<file path="config.mk">
export PLATFORM = sky130hd
export DESIGN_NAME = unsigned_mul_nxn_ha_array_pipe
export DESIGN_NICKNAME = d
export VERILOG_FILES = /design/src/rtl/unsigned_mul_nxn_ha_array_pipe.sv
export SDC_FILE = /design/constraint.sdc
export NUM_CORES = 1
export LEC_CHECK = 0
export BUFFER_PORTS_ARGS = -buffer_cell sky130_fd_sc_hd__buf_2
export CORE_AREA = 2 2 108 110
export CTS_CLUSTER_SIZE = 24
export DETAILED_ROUTE_END_ITERATION = 7
export DIE_AREA = 0 0 110 112
export PLACE_DENSITY = 0.67
export SYNTH_ARGS = -nofsm -noshare
export SYNTH_HDL_FRONTEND = slang
export SYNTH_SLANG_ARGS = --single-unit
</file>
<file path="constraint.sdc">
create_clock -name clk -period 13 [get_ports clk]
set_input_delay 0 -clock clk [delete_from_list [all_inputs] [get_ports clk]]
set_output_delay 0 -clock clk [all_outputs]
set_load 0.02 [all_outputs]
</file>
<file path="src/rtl/unsigned_mul_nxn_ha_array_pipe.sv">
// Unsigned WIDTHxWIDTH multiplier built from paired-row half-adder arrays,
// with selectable approximation of the low product columns. It has a two-stage
// valid/ready pipeline: stage 1 holds the per-array t/b vectors, and stage 2
// holds the reduced product.
module unsigned_mul_nxn_ha_array_pipe #(
    parameter int unsigned WIDTH       = 8,
    parameter int unsigned APPROX_COLS = 4
) (
    input  logic                 clk,
    input  logic                 rst,
    input  logic                 in_valid,
    output logic                 in_ready,
    input  logic [WIDTH-1:0]     x,
    input  logic [WIDTH-1:0]     y,
    input  logic [1:0]           mode,
    output logic                 out_valid,
    input  logic                 out_ready,
    output logic [2*WIDTH-1:0]   p
);

    localparam int unsigned NARR = WIDTH / 2;
    localparam int unsigned PW   = 2 * WIDTH;

    typedef enum logic [1:0] {
        MODE_EXACT  = 2'd0,
        MODE_OR     = 2'd1,
        MODE_ACARRY = 2'd2,
        MODE_ELIM   = 2'd3
    } mode_e;

    logic                       s1_valid_q, s1_valid_d;
    logic                       out_valid_q, out_valid_d;
    logic [PW-1:0]              p_q, p_d;
    logic [NARR-1:0][WIDTH:0]   t_q, t_d;
    logic [NARR-1:0][WIDTH-2:0] b_q, b_d;

    logic                       s2_ready, accept, s2_load;
    logic [WIDTH-1:0]           row_a, row_b;
    logic                       sum_bit, carry_bit;
    int unsigned                col;
    mode_e                      mode_sel;
    logic [PW-1:0]              arr_val, p_sum;

    // Handshake: each stage advances when the stage after it is empty or draining
    always_comb begin
        s2_ready    = !out_valid_q || out_ready;
        in_ready    = !s1_valid_q || s2_ready;
        accept      = in_valid && in_ready;
        s2_load     = s1_valid_q && s2_ready;
        s1_valid_d  = accept || (s1_valid_q && !s2_ready);
        out_valid_d = s2_load || (out_valid_q && !out_ready);
    end

    // Half-adder arrays: array k pairs partial-product rows 2k (A) and 2k+1 (B)
    always_comb begin
        t_d       = '0;
        b_d       = '0;
        row_a     = '0;
        row_b     = '0;
        sum_bit   = 1'b0;
        carry_bit = 1'b0;
        col       = 0;
        mode_sel  = mode_e'(mode);
        for (int unsigned k = 0; k < NARR; k++) begin
            row_a = x[2*k]   ? y : '0;
            row_b = x[2*k+1] ? y : '0;
            t_d[k][0]       = row_a[0];
            b_d[k][WIDTH-2] = row_b[WIDTH-1];
            for (int unsigned j = 1; j < WIDTH; j++) begin
                col = 2*k + j;
                if (col >= APPROX_COLS || mode_sel == MODE_EXACT) begin
                    sum_bit   = row_a[j] ^ row_b[j-1];
                    carry_bit = row_a[j] & row_b[j-1];
                end else begin
                    case (mode_sel)
                        MODE_OR: begin
                            sum_bit   = row_a[j] | row_b[j-1];
                            carry_bit = 1'b0;
                        end
                        MODE_ACARRY: begin
                            sum_bit   = 1'b0;
                            carry_bit = row_a[j];
                        end
                        default: begin
                            sum_bit   = 1'b0;
                            carry_bit = 1'b0;
                        end
                    endcase
                end
                t_d[k][j] = sum_bit;
                // The top cell's carry lands at weight WIDTH, next to B[WIDTH-1] in b
                if (j == WIDTH-1) begin
                    t_d[k][WIDTH] = carry_bit;
                end else begin
                    b_d[k][j-1] = carry_bit;
                end
            end
        end
    end

    // Reduction: sum every array value, (t + (b << 2)) << 2k, modulo 2^PW
    always_comb begin
        p_sum   = '0;
        arr_val = '0;
        for (int unsigned k = 0; k < NARR; k++) begin
            arr_val = PW'(t_q[k]) + (PW'(b_q[k]) << 2);
            p_sum   = p_sum + (arr_val << (2*k));
        end
        p_d = s2_load ? p_sum : p_q;
    end

    // Control and product registers, cleared by reset
    always_ff @(posedge clk) begin
        if (rst) begin
            s1_valid_q  <= 1'b0;
            out_valid_q <= 1'b0;
            p_q         <= '0;
        end else begin
            s1_valid_q  <= s1_valid_d;
            out_valid_q <= out_valid_d;
            p_q         <= p_d;
        end
    end

    // Stage-1 datapath capture on accept; qualified by s1_valid_q so no reset needed
    always_ff @(posedge clk) begin
        if (accept) begin
            t_q <= t_d;
            b_q <= b_d;
        end
    end

    assign out_valid = out_valid_q;
    assign p         = p_q;

endmodule

</file>
* Yosys cells after proc, flatten, opt, wreduce, memory -nomap -nowiden
Cells that the tools add are included.
** Storage, ports and cells
- Bits in registers :: 82
- Input port bits :: 22
- Output and inout bits :: 18
** Cells by class
- Add/sub/neg operators :: 7
- Equality and inequality tests :: 2
- Multiplexer cells :: 24
- Bitwise operators :: 60
- Reductions and logical operators :: 13
** Operator list (count)
- adder 9 x 9 -> 10 bit :: 4
- two-way mux 8 bit :: 4
- AND 1 bit :: 28
- two-way mux 7 bit :: 4
- bitwise XOR 1 bit :: 28
- adder 15 x 16 -> 16 bit :: 1
- two-way mux 1 bit :: 16
- adder 13 x 14 -> 15 bit :: 1
- adder 10 x 12 -> 13 bit :: 1
- logical AND 1 bit :: 4
- zero test 1 bit :: 4
- logical OR 1 bit :: 4
- bitwise OR 1 bit :: 4
- equality test 2 x 1 -> 1 bit (second input constant) :: 1
- equality test 2 bit (second input constant) :: 1
- zero test 2 bit :: 1

* Depth between registers and ports, before layout
- Depth in word-level cells :: 5
- Gate-level depth with buffers :: 16
- Mapped depth without buffers :: 16

* Worst setup path before layout
No wires, ideal clock.
- Kind :: reg-to-reg
- From :: register t_q[2] in the netlist's numbering
- To :: register p_q[14] (netlist: p[14])
- Library setup time :: 0.062 ns
- Data arrival time :: 4.147 ns
- Required time :: 12.938 ns
- Setup slack :: 8.791 ns
- Cell stages (with the launch flop) :: 17
- Buffers on the path :: 0
- Clock period less this slack :: 4.209 ns
- Cells stage by stage :: edfxtp_1 > ha_1 > fa_1 > a21o_1 > a21oi_1 > o21bai_1 > a21oi_1 > xor2_1 > fa_1 > fa_1 > inv_1 > ha_1 > a21oi_4 > o21ai_2 > and4_4 > or4_1 > nand3_1
** Between the ends
- Word-level cells in the longest chain between the ends :: 4
** Ends and longest elaborated chain
- from (decl) :: line 34 : logic [NARR-1:0][WIDTH:0] t_q, t_d;
- from (signal assigned) :: line 128 : t_q <= t_d;
- adder 9 x 9 -> 10 bit :: line 106 : arr_val = PW'(t_q[k]) + (PW'(b_q[k]) << 2);
- adder 10 x 12 -> 13 bit :: line 107 : p_sum = p_sum + (arr_val << (2*k));
- adder 13 x 14 -> 15 bit :: line 107
- adder 15 x 16 -> 16 bit :: line 107
- to (signal assigned) :: line 121 : p_q <= p_d;
- to (decl) :: line 33 : logic [PW-1:0] p_q, p_d;
No other way between the ends.
A chain may end at the register's enable or synchronous reset.

* Worst setup path after layout
Ends and elaborated chain as after synthesis.

==> impl_metrics.tcl <==
set metrics [dict create \
    synth_compound_area_frac 0.113 \
    overflow 0 \
    clk_path_buf_depth 2 \
    synth_area_um2 5430 \
    antenna_found_initial 0 \
    drv_cap 0 \
    pwr-share-comb 0.438 \
    grt_setup_unrepaired "false" \
    worstReg2RegEnd "p[14]$_SDFFE_PP0P_" \
    end_kind "register" \
    fin_nets 650 \
    hold_slack_ps 27.2 \
    final_layout_size_suffix_gt1_frac 0.119 \
    maxSlewViolCount 0 \
    slew_headroom 0.346 \
    die_x_um 110 \
    cts_resized 0 \
    holdCritStartpoint "mode[1]" \
    critPathKind "reg -> reg" \
    p_per_area_nw_per_um2 167 \
    drt-initial-drc-count 121 \
    p_leak_uw 0.00277 \
    die_y_um 112 \
    reg2reg_depth 16 \
    synth.area.mux_share 0.00737 \
    synthSimpleGateAreaFrac 0.140 \
    die_area_um2 12300 \
    synthAdderAreaFrac 0.245 \
    coreArea_um2 11200 \
    cts_sinks 82 \
    cpMostUsedCell "fa_1" \
    p_sw_frac 0.365 \
    required_ps 13280 \
    dr_total_vias 3661 \
    routed_wl_um 9990 \
    cts_tree "built" \
    ys.warnings.count 0 \
    clk_latency_ps 340 \
    vias_per_cell 5.38 \
    cp_slowest_cell "fa_1" \
    wl_per_cell_um 14.7 \
    slowest_delay_ps 550 \
    max_freq_ghz 0.226 \
    synth.avg_cell_area_um2 11.1 \
    synth_fp_nets 608 \
    hold_end "t_q[1]$_DFFE_PP_" \
    drc 0 \
    synthXorXnorAreaFrac 0.0371 \
    synth_top_family_by_area "adder cells" \
    grt_max_degree 65 \
    ir_drop_mv 0.0726 \
    r2r_start "t_q[2]$_DFFE_PP_" \
    cts-root-buf "clkbuf_16" \
    startpoint_type "register" \
    pwr-share-seq 0.319 \
    path_clk_slew_ps 60 \
    finalHoldViolations 0 \
    area_growth_pct 11.8 \
    period_minus_slack_ps 4420 \
    internal-power_uw 642 \
    cp.arrival_ps 4700 \
    grt_first_pass_wirelength_um 16900 \
    grt_util_all_layers 0.180 \
    final_common_cell "ha_1" \
    fillers 1006 \
    cts-htree-levels 3 \
    finalSetupTns_ps 0 \
    finalSetupViolations 0 \
    first_pass_iters 4 \
    fin_skew_ps 7.40 \
    tightest_slew_ps 979 \
    globalplace.congestion 0.892 \
    start_util 0.486 \
    netlist_instances 490 \
    boundaryPins 40 \
    synth_cell_types 52 \
    portBuffers 39 \
    first_global_vias 3692 \
    final_cell_mix "ha_1 (79), edfxtp_1 (64), and2_1 (56)" \
    cts_buffers 9 \
    r2r_slack_ps 8580 \
    status "finished, final reports clean" \
    clockPowerShare 0.243 \
    synth_seq_cells 82 \
    synth-seq-area-share 0.420 \
    period_share 0.340 \
    min_delay_path_depth 2 \
    hp-class "in -> reg" \
    power.switching_uw 370 \
    crit_path_cell_trace "ha_1, fa_1, a21o_1, a21oi_1, o21bai_1, a21oi_1, xor2_1, fa_1, fa_1, inv_1, ha_1, a21oi_4, o21ai_2, and4_4, or4_1, nand3_1" \
    dp_hpwl_um 7540 \
    post-cts-setup-buffer-count 0 \
    ant_nets 0 \
    core.rowCount 39 \
    critPathMaxFanout 4 \
    n_antenna_cell 0 \
]
worst max path at each step:
stage,startpoint,endpoint,cells after the start
5_1_grt,t_q[2]$_DFFE_PP_,p[14]$_SDFFE_PP0P_,16
4_1_cts,b_q[0]$_DFFE_PP_,p[14]$_SDFFE_PP0P_,16
2_1_floorplan,t_q[2]$_DFFE_PP_,p[14]$_SDFFE_PP0P_,16
3_5_place_dp,t_q[2]$_DFFE_PP_,p[14]$_SDFFE_PP0P_,16
3_3_place_gp,t_q[2]$_DFFE_PP_,p[14]$_SDFFE_PP0P_,16
6_report,t_q[2]$_DFFE_PP_,p[14]$_SDFFE_PP0P_,16
logic make-up (layout without fill, tap and decap cells):
kind of cell | count (synthesis) | count (layout)
AND/OR/NAND/NOR | 139 | 139
AO/OA/AOI/OAI | 94 | 94
multiplexers | 4 | 4
XOR/XNOR | 23 | 23
flip-flops | 82 | 82
adder cells (fa/ha/maj) | 96 | 96
buffers and inverters | 52 | 99
synth_stat cells, drive strengths merged:
library cell | n | area, um^2
o22ai | 1 | 6.26
or2 | 1 | 6.26
nand2b | 3 | 26.3
nand3 | 8 | 40.0
buf | 2 | 16.3
nor3 | 4 | 20.0
o21ai | 14 | 73.8
nor4 | 1 | 6.26
o21bai | 5 | 37.5
a211o | 1 | 8.76
o211a | 1 | 10.0
a31o | 2 | 17.5
a41oi | 2 | 17.5
and2 | 57 | 357
xor2 | 7 | 61.3
edfxtp | 64 | 1920
or4 | 3 | 22.5
a21oi | 37 | 204
o31a | 1 | 8.76
clkbuf | 9 | 33.8
or3 | 2 | 12.5
inv | 41 | 154
nand2 | 34 | 128
and4 | 2 | 20.0
nor2 | 16 | 60.1
xnor2 | 16 | 140
ha | 79 | 988
a31oi | 1 | 6.26
dfxtp | 18 | 360
o21a | 2 | 15.0
and3 | 1 | 6.26
a21o | 13 | 97.6
nor2b | 3 | 26.3
mux2i | 4 | 40.0
o211ai | 6 | 50.1
nor3b | 3 | 22.5
a211oi | 5 | 37.5
a21boi | 1 | 7.51
nand4 | 1 | 6.26
o2111ai | 1 | 8.76
o31ai | 1 | 7.51
fa | 17 | 340
routing by layer:
layer | vias to the layer above | part of all wire | track usage
met5 | - | 0 | 0
met4 | 0 | 0.034 | 0.0869
met3 | 26 | 0.031 | 0.0345
met2 | 63 | 0.49 | 0.300
met1 | 1749 | 0.45 | 0.220
li1 | 1823 | - | -
layout make-up:
type / count / area [um^2] / share of cell area
Multi-Input combinational cell: 356 / 2950 / 0.485
Clock buffer: 10 / 229 / 0.0377
Clock inverter: 6 / 57.6 / 0.00948
Inverter: 41 / 154 / 0.0254
Sequential cell: 82 / 2280 / 0.376
Tap cell: 143 / 179 / 0.0295
Timing Repair Buffer: 42 / 223 / 0.0367
state kept, by name (all words and copies together) (netlist names):
signal and count:
p 16, t_q 36, out_valid 1, b_q 28
s1_valid_q 1
power groups by stage:
stage	sequential (uW)	combinational (uW)	clock [uW]
floorplan	342	330	0
global placement	328	434	0
detailed placement	329	443	0
CTS	323	447	251
global route	326	511	260
finish	323	443	246
critical path, delay by kind of cell, from the launching register on:
family                   cells  cell delay (ps)
AO/OA/AOI/OAI                6              960
XOR/XNOR                     1              210
adder cells (fa/ha/maj)      5             2030
buffers and inverters        1               40
flip-flops                   1              370
AND/OR/NAND/NOR              3              780
repair_timing:
item,in CTS,in global routing
setup endpoints to repair,0,0
endpoints found under the hold margin,2,0
hold buffers,2,0
metrics by stage:
| stage | instances | instance area [um^2] | utilization | total power [uW] | worst slack, ps |
|---|---|---|---|---|---|
| finish | 680 | 6070 | 0.543 | 1010 | 8580 |
| global route | 680 | 6070 | 0.543 | 1100 | 8330 |
| CTS | 680 | 6070 | 0.543 | 1020 | 8570 |
| detailed placement | 662 | 5760 | 0.516 | 771 | 8580 |
| global placement | 662 | 5760 | 0.516 | 762 | 8650 |
| floorplan | 490 | 5430 | - | 672 | 8790 |
(Power assumes the default switching activity.)
